===== config.mk =====
export PLATFORM = sky130hd
export DESIGN_NAME = sw_seq_feeder
export DESIGN_NICKNAME = d
export VERILOG_FILES = /design/src/rtl/sw_seq_feeder.sv
export SDC_FILE = /design/constraint.sdc
export NUM_CORES = 1
export LEC_CHECK = 0
export CAP_MARGIN = 20
export CELL_PAD_IN_SITES_DETAIL_PLACEMENT = 1
export CELL_PAD_IN_SITES_GLOBAL_PLACEMENT = 2
export CORE_ASPECT_RATIO = 0.8
export CORE_MARGIN = 10
export CORE_UTILIZATION = 46
export DETAILED_ROUTE_END_ITERATION = 8
export PLACE_DENSITY_LB_ADDON = 0.1
export SETUP_SLACK_MARGIN = 0.02
export SYNTH_ARGS = -nofsm -noshare
export SYNTH_HDL_FRONTEND = slang
export SYNTH_SLANG_ARGS = --single-unit

===== constraint.sdc =====
create_clock -name clk -period 3.4 [get_ports clk]
set_clock_uncertainty 0.2 [all_clocks]
set_input_delay 1.02 -clock clk [delete_from_list [all_inputs] [get_ports clk]]
set_output_delay 1.02 -clock clk [all_outputs]
set_load 0.02 [all_outputs]

===== src/rtl/sw_seq_feeder.sv =====
// Smith-Waterman input feeder: buffers 2-bit coded ref/query bases, replays them as one burst.
// Optional WAIT watchdog built when SW_FEED_TIMEOUT_EN is defined.
module sw_seq_feeder #(
  parameter int REF_LEN   = 64,
  parameter int QUERY_LEN = 48,
  parameter int TIMEOUT   = 1024
) (
  input  logic       clk,
  input  logic       reset,
  input  logic       in_valid,
  output logic       in_ready,
  input  logic [7:0] in_char,
  input  logic       in_is_query,
  input  logic       flush,
  output logic       sw_valid,
  output logic [1:0] sw_data_ref,
  output logic [1:0] sw_data_query,
  input  logic       sw_finish,
  output logic       busy,
  output logic       job_done,
  output logic       err_bad_char,
  output logic       err_timeout
);

  localparam int CW  = $clog2(REF_LEN + 1);
  localparam int QW  = $clog2(QUERY_LEN + 1);
  localparam int RAW = (REF_LEN > 1) ? $clog2(REF_LEN) : 1;
  localparam int QAW = (QUERY_LEN > 1) ? $clog2(QUERY_LEN) : 1;
  localparam logic [CW-1:0] REF_FULL  = CW'(REF_LEN);
  localparam logic [CW-1:0] REF_LAST  = CW'(REF_LEN - 1);
  localparam logic [CW-1:0] QRY_SPAN  = CW'(QUERY_LEN);
  localparam logic [QW-1:0] QRY_FULL  = QW'(QUERY_LEN);

  typedef enum logic [1:0] {LOAD, STREAM, WAIT} state_t;

  state_t          state_q, state_d;
  logic [CW-1:0]   ref_cnt_q, ref_cnt_d;
  logic [QW-1:0]   qry_cnt_q, qry_cnt_d;
  logic [CW-1:0]   idx_q, idx_d;
  logic            sw_valid_q, sw_valid_d;
  logic [1:0]      ref_out_q, ref_out_d;
  logic [1:0]      qry_out_q, qry_out_d;
  logic            job_done_q, job_done_d;
  logic            err_bad_q, err_bad_d;
  logic [1:0]      ref_mem_q [REF_LEN];
  logic [1:0]      qry_mem_q [QUERY_LEN];

  logic            ref_full, qry_full, accept, wr_ref, wr_qry, bad;
  logic [1:0]      code;
  logic [CW-1:0]   idx_nxt;

  // Case-insensitive base code; anything else maps to 0 and is flagged.
  always_comb begin
    bad = 1'b0;
    case (in_char)
      8'h41, 8'h61: code = 2'd0;
      8'h43, 8'h63: code = 2'd1;
      8'h47, 8'h67: code = 2'd2;
      8'h54, 8'h74: code = 2'd3;
      default: begin code = 2'd0; bad = 1'b1; end
    endcase
  end

  assign ref_full = (ref_cnt_q == REF_FULL);
  assign qry_full = (qry_cnt_q == QRY_FULL);
  assign in_ready = (state_q == LOAD) & ~flush & ~(in_is_query ? qry_full : ref_full);
  assign accept   = in_valid & in_ready;
  assign wr_ref   = accept & ~in_is_query;
  assign wr_qry   = accept & in_is_query;
  assign idx_nxt  = idx_q + 1'b1;

`ifdef SW_FEED_TIMEOUT_EN
  localparam int TW = $clog2(TIMEOUT + 1);
  localparam logic [TW-1:0] TMO_LAST = TW'(TIMEOUT - 1);
  logic [TW-1:0] tmo_q, tmo_d;
  logic          err_tmo_q, err_tmo_d;
  assign err_timeout = err_tmo_q;
`else
  assign err_timeout = 1'b0;
`endif

  always_comb begin
    state_d    = state_q;
    ref_cnt_d  = ref_cnt_q;
    qry_cnt_d  = qry_cnt_q;
    idx_d      = idx_q;
    sw_valid_d = 1'b0;
    ref_out_d  = 2'd0;
    qry_out_d  = 2'd0;
    job_done_d = 1'b0;
    err_bad_d  = err_bad_q;
`ifdef SW_FEED_TIMEOUT_EN
    tmo_d      = tmo_q;
    err_tmo_d  = err_tmo_q;
`endif
    case (state_q)
      LOAD: begin
        if (flush) begin
          ref_cnt_d = '0;
          qry_cnt_d = '0;
          err_bad_d = 1'b0;
        end else if (ref_full && qry_full) begin
          // First burst beat is registered on the way into STREAM.
          state_d    = STREAM;
          idx_d      = '0;
          sw_valid_d = 1'b1;
          ref_out_d  = ref_mem_q[0];
          qry_out_d  = qry_mem_q[0];
        end else if (accept) begin
          if (in_is_query) qry_cnt_d = qry_cnt_q + 1'b1;
          else             ref_cnt_d = ref_cnt_q + 1'b1;
          if (bad) err_bad_d = 1'b1;
        end
      end
      STREAM: begin
        if (idx_q == REF_LAST) begin
          state_d = WAIT;
`ifdef SW_FEED_TIMEOUT_EN
          tmo_d   = '0;
`endif
        end else begin
          idx_d      = idx_nxt;
          sw_valid_d = 1'b1;
          ref_out_d  = ref_mem_q[idx_nxt[RAW-1:0]];
          if (idx_nxt < QRY_SPAN) qry_out_d = qry_mem_q[idx_nxt[QAW-1:0]];
        end
      end
      WAIT: begin
        if (sw_finish) begin
          state_d    = LOAD;
          job_done_d = 1'b1;
          ref_cnt_d  = '0;
          qry_cnt_d  = '0;
          err_bad_d  = 1'b0;
        end
`ifdef SW_FEED_TIMEOUT_EN
        else if (tmo_q == TMO_LAST) begin
          state_d   = LOAD;
          ref_cnt_d = '0;
          qry_cnt_d = '0;
          err_bad_d = 1'b0;
          err_tmo_d = 1'b1;
        end else begin
          tmo_d = tmo_q + 1'b1;
        end
`endif
      end
      default: state_d = LOAD;
    endcase
  end

  always_ff @(posedge clk or posedge reset) begin
    if (reset) begin
      state_q    <= LOAD;
      ref_cnt_q  <= '0;
      qry_cnt_q  <= '0;
      idx_q      <= '0;
      sw_valid_q <= 1'b0;
      ref_out_q  <= 2'd0;
      qry_out_q  <= 2'd0;
      job_done_q <= 1'b0;
      err_bad_q  <= 1'b0;
`ifdef SW_FEED_TIMEOUT_EN
      tmo_q      <= '0;
      err_tmo_q  <= 1'b0;
`endif
    end else begin
      state_q    <= state_d;
      ref_cnt_q  <= ref_cnt_d;
      qry_cnt_q  <= qry_cnt_d;
      idx_q      <= idx_d;
      sw_valid_q <= sw_valid_d;
      ref_out_q  <= ref_out_d;
      qry_out_q  <= qry_out_d;
      job_done_q <= job_done_d;
      err_bad_q  <= err_bad_d;
`ifdef SW_FEED_TIMEOUT_EN
      tmo_q      <= tmo_d;
      err_tmo_q  <= err_tmo_d;
`endif
    end
  end

  // Base storage needs no reset: counts gate every read.
  always_ff @(posedge clk) begin
    if (wr_ref) ref_mem_q[ref_cnt_q[RAW-1:0]] <= code;
    if (wr_qry) qry_mem_q[qry_cnt_q[QAW-1:0]] <= code;
  end

  assign sw_valid      = sw_valid_q;
  assign sw_data_ref   = ref_out_q;
  assign sw_data_query = qry_out_q;
  assign busy          = (state_q == STREAM) | (state_q == WAIT);
  assign job_done      = job_done_q;
  assign err_bad_char  = err_bad_q;

endmodule


## Word-level counts from Yosys, hierarchy flattened

Memory sizes are Yosys's and may differ from the RTL's.
Cells that the tools add are included.

- Flip-flop bits (word level): 29
- RAM bits: 224
- Input bits: 14
- Word-level logic and storage cells: 108
- Memories kept: 2

Memory list:

| name | depth | bits a word | read ports | clocked after Yosys merged registers in | write ports | line | RTL |
|---|---|---|---|---|---|---|---|
| ref_mem_q | 64 | 2 | 2 | 0 | 1 | 45 | `logic [1:0] ref_mem_q [REF_LEN];` |
| qry_mem_q | 48 | 2 | 2 | 0 | 1 | 46 | `logic [1:0] qry_mem_q [QUERY_LEN];` |

- $add $sub $neg: 3
- Magnitude comparators: 1
- Equality and inequality tests: 23
- Mux-type cells: 48
- Bitwise logic cells: 9
- Reductions and logical operators: 13

Operators by type and width:

| operator | count |
|---|---|
| $eq 8x7->1 const B | 8 |
| $mux 7 | 8 |
| $mux 6 | 5 |
| $pmux 7 s2 | 2 |
| $mux 2 | 11 |
| $mux 1 | 15 |
| $ne 3x3->1 const B | 5 |
| $reduce_and 5->1 | 3 |
| $add 7x1->7 const B | 2 |
| $pmux 2 s3 | 2 |
| $pmux 6 s2 | 1 |
| $ne 2x2->1 const B | 4 |
| $pmux 2 s2 | 2 |
| $reduce_and 4->1 | 2 |
| $reduce_or 8->1 | 1 |
| $eq 7x6->1 const B | 1 |
| $eq 7x7->1 const B | 1 |
| $lt 7x6->1 const B | 1 |
| $add 6x1->6 const B | 1 |
| $eq 6x6->1 const B | 1 |
| $reduce_or 2->1 | 3 |
| $and 1x1->1 | 5 |
| $pmux 1 s2 | 2 |
| $reduce_bool 2->1 | 2 |
| other kinds (7) | 9 |

## Logic depth before layout (Yosys ltp)

- Depth after elaboration: 9
- Gate-level depth with buffers: 9

## Least setup slack after synthesis

Ideal clock, no wire load.

- Kind: input port to flip-flop
- Start point: input in_char[7]
- End point: memory qry_mem_q[0][1], data pin
- Library setup time: 1.087 ns
- Arrival time: 6.092 ns
- Required time: 2.113 ns
- Setup slack: -3.979 ns
- Cell stages on the path: 2
- Buffers on the path: 0
- Cell sequence: or3b_2 nor3b_1

- Longest elaborated chain between the ends: 3
- Elaborated cells on any way between the ends: 10

RTL lines:

| item | line | RTL |
|---|---|---|
| start, declared | 12 | `input logic [7:0] in_char,` |
| $eq 8x7->1 | 55 | `case (in_char)` |
| $reduce_or 2->1, on equally long branches | n/a |  |
| $pmux 2 s3 (*) | 55 |  |
| via code[1] | 49 | `logic [1:0] code;` |
| end, declared | 46 |  |

Mark *: on every way through the listed nets, which the timed path passes. The rest lies on a longest branch.

## Worst setup path after layout

- Start point: register ref_cnt_q[4]
- End point: output in_ready

- Longest elaborated chain between the ends: 4

RTL lines:

| item | line | RTL |
|---|---|---|
| start, declared | 37 | `logic [CW-1:0] ref_cnt_q, ref_cnt_d;` |
| start signal, assigned | 169 | `ref_cnt_q <= ref_cnt_d;` |
| $eq 7x7->1 | 64 | `assign ref_full = (ref_cnt_q == REF_FULL);` |
| $mux 1 | 66 | `assign in_ready = (state_q == LOAD) & ~flush & ~(in_is_query ? qry_full : ref_full);` |
| $not 1->1 | 66 |  |
| $and 1x1->1 | 66 |  |
| end, declared | 11 | `output logic in_ready,` |

Every way passes these cells.

==> results_dict.tcl <==
set metrics [dict create \
    irDropWorstVdd_mv 0.369 \
    synthFlopType "edfxtp_1" \
    cts_tree "done" \
    drive_gt1_frac 0.198 \
    synth_area_um2 11200 \
    hold_class "reg -> reg" \
    setup_viol 0 \
    final_nets 852 \
    synth_nets 796 \
    grt_pass1_wl_um 43800 \
    grt_pass1_vias 7344 \
    ys_async_sr_fraction 0.115 \
    grt.met1_usage 0.266 \
    cp_slowest_cell "or3_4" \
    crit_fanout 2 \
    fmax_ghz 0.300 \
    grt_max_degree 101 \
    crit_top_cell "or3_4" \
    use_met2 0.267 \
    path_cells "or3_4 -> or3_4 -> nor2b_4 -> o21a_1 -> buf_6" \
    ys_ff_latch 253 \
    critPathKind "reg -> out" \
    max_stage_delay_ns 0.40 \
    clock_path_buffers 3 \
    dr.pass1.iters 5 \
    via_per_inst 5.86 \
    yosysSeqAreaShare 0.668 \
    die_y_um 159 \
    p_leak_nw 4.06 \
    drcViolationCount 0 \
    areaGrowthSynthToFinish_pct 15.9 \
    wl_um 28100 \
    worstMarginPinSlew_ns 0.699 \
    coreArea_um2 23600 \
    synth_edf_count 224 \
    antenna_found_initial 0 \
    insertion_delay_ns 0.53 \
    dp_hpwl_um 19000 \
    cts-root-buf "clkbuf_16" \
    final_common_cell "edfxtp_1" \
    hold_viol_final 0 \
    synth.distinct_cells 61 \
    maxSlewViolCount 0 \
    cts_buffers 27 \
    worst_path_dominant_cell_family "simple AND/OR/NAND/NOR gates" \
    start_kind "flop" \
    top_usage_layer "met2" \
    track_usage 0.179 \
    drv_cap 0 \
    power-per-cell-area_nw_per_um2 505 \
    ys_warn_count 0 \
    crit_required_ns 2.18 \
    synthCells 773 \
    cts.sinks 253 \
    grtUsageMet3 0.0355 \
    gp_congestion 0.794 \
    crit_buf_inv 1 \
    antenna_cells 0 \
    finish.utilization 0.547 \
    htree_levels 1 \
    status "completed" \
    die_w_um 194 \
    fin_crit_sh 0.980 \
    finalSetupTns_ns 0 \
    worst_ep_arrival_time_ns 2.11 \
    slew_headroom 0.534 \
    drt.antenna.violating_nets 0 \
    grt_remaining_overflow 0 \
    syn-mean-instance-area_um2 14.4 \
    final_cell_mix "edfxtp_1, nor2_1, nand2_1, mux4_2, buf_4" \
    post-route-min-period_ns 3.33 \
    ios 24 \
    rows 50 \
    rsz0062_at_grt "true" \
    start_util 0.472 \
    drt_iter0_drc 734 \
    die_area_um2 30900 \
    io_buffers 21 \
    setup.worst_path.end_class "output pin" \
    vias 6803 \
    wire_per_inst_um 24.2 \
    clk_pin_slew_ns 0.06 \
]
[per-stage QoR]
step	power, mW	worst slack [ns]	cells	hold WS (ns)	instance area [um2]
after CTS	6.58	0.0285	1159	0.311	12900
after global placement	3.63	-0.309	1110	0.294	12000
final	6.53	0.0688	1161	0.311	12900
after global routing	6.74	-0.00522	1161	0.346	12900
after detailed placement	3.64	-0.319	1110	0.284	12000
after floorplan	3.54	-0.405	773	0.286	11200
[power by group]
group	leakage, nW	switching (mW)	total [mW]	internal (mW)
registers	2.32	0.0181	3.38	3.36
logic	1.30	0.128	0.194	0.0658
clock network	0.438	1.17	2.96	1.79
total	4.06	1.31	6.53	5.22
[final timing paths]
check	from	end	slack, ns	depth (start not counted)
min in group asynchronous	reset	ref_cnt_q[6]	0.70	2
hold / removal	err_bad_char	err_bad_char	0.31	1
hold reg to reg	err_bad_char	err_bad_char	0.31	1
setup reg to reg	idx_q[1]	sw_data_query[0]	0.30	5
max in group asynchronous	reset	sw_valid	1.68	3
setup / recovery	ref_cnt_q[4]	in_ready	0.07	5
[final cells by class]
| class | count | area [um2] |
|---|---|---|
| Inverter | 9 | 33.8 |
| Tap cell | 312 | 390 |
| Sequential cell | 253 | 7460 |
| Timing Repair Buffer | 72 | 657 |
| Clock buffer | 40 | 774 |
| Fill cell | 2295 | 10700 |
| Clock inverter | 9 | 121 |
| Multi-Input combinational cell | 466 | 3500 |
[worst register-to-register path, cell delays in order (launching register included)]
cell and delay, ns:
dfrtp_1 0.46, ha_2 0.83, mux4_2 0.47, mux4_2 0.54
a32oi_1 0.27, o21ai_1 0.18
[sequential cells by signal (all words and copies together) (netlist names)]
name           cells
qry_mem_q         96
sw_data_query      2
qry_cnt_q          6
sw_valid           1
idx_q              7
state_q            2
job_done           1
sw_data_ref        2
err_bad_char       1
ref_mem_q        128
ref_cnt_q          7
[what timing repair did]
action | CTS | global route
setup endpoints to repair | 1 | 1
pin swaps | 1 | 3
hold buffers | 0 | 0
resized for setup | 7 | 1
buffers inserted | 0 | 2
gates cloned | 0 | 0
[logic make-up after synthesis]
| logic type | after synthesis | synth area share |
|---|---|---|
| and+or+nand+nor | 297 | 0.121 |
| DFF | 253 | 0.668 |
| xor gates and xnor gates | 7 | 0.00684 |
| other | 1 | 0.000336 |
| adders and majority gates | 9 | 0.0101 |
| buffers and inverters | 54 | 0.0229 |
| muxes | 66 | 0.116 |
| AOI/OAI and AO/OA | 86 | 0.0556 |
[cells in the mapped netlist, types with 2 or more instances]
master    count  area (um2)
edfxtp_1    224        6730
nor2_1      139         522
nand2_1      68         255
mux4_2       50        1130
dfrtp_1      29         726
nand3_1      27         135
o21ai_0      21         105
clkbuf_1     17        63.8
buf_2        12        60.1
mux2i_1      12         120
a21oi_1       9        45.0
buf_1         9        33.8
ha_1          9         113
inv_1         9        33.8
a32oi_1       8        70.1
nor2b_1       8        50.1
nand3b_1      7        52.6
o31ai_1       7        52.6
a22o_1        6        52.6
a31oi_1       6        37.5
and2_1        6        37.5
nand2b_1      6        37.5
nand4_1       6        37.5
or3_1         5        31.3
or3b_2        5        43.8
buf_4         4        30.0
o211ai_1      4        30.0
or2_2         4        25.0
xnor2_1       4        35.0
a311o_1       3        30.0
a311oi_1      3        26.3
and3_1        3        18.8
buf_6         3        33.8
nor3_1        3        15.0
a211o_1       2        17.5
a211oi_1      2        15.0
a21boi_0      2        15.0
a21o_1        2        15.0
a221o_1       2        20.0
and4_1        2        17.5
mux2_1        2        22.5
mux2_2        2        22.5
nor3b_1       2        15.0
o21ai_1       2        10.0
[layer usage]
layer  wire (um)  up-vias
met5           0        -
met4         363        0
met3        1670       31
met2       12500      185
met1       13600     3546
li1            -     3041
Note: power is estimated with default switching activity, not from simulation.
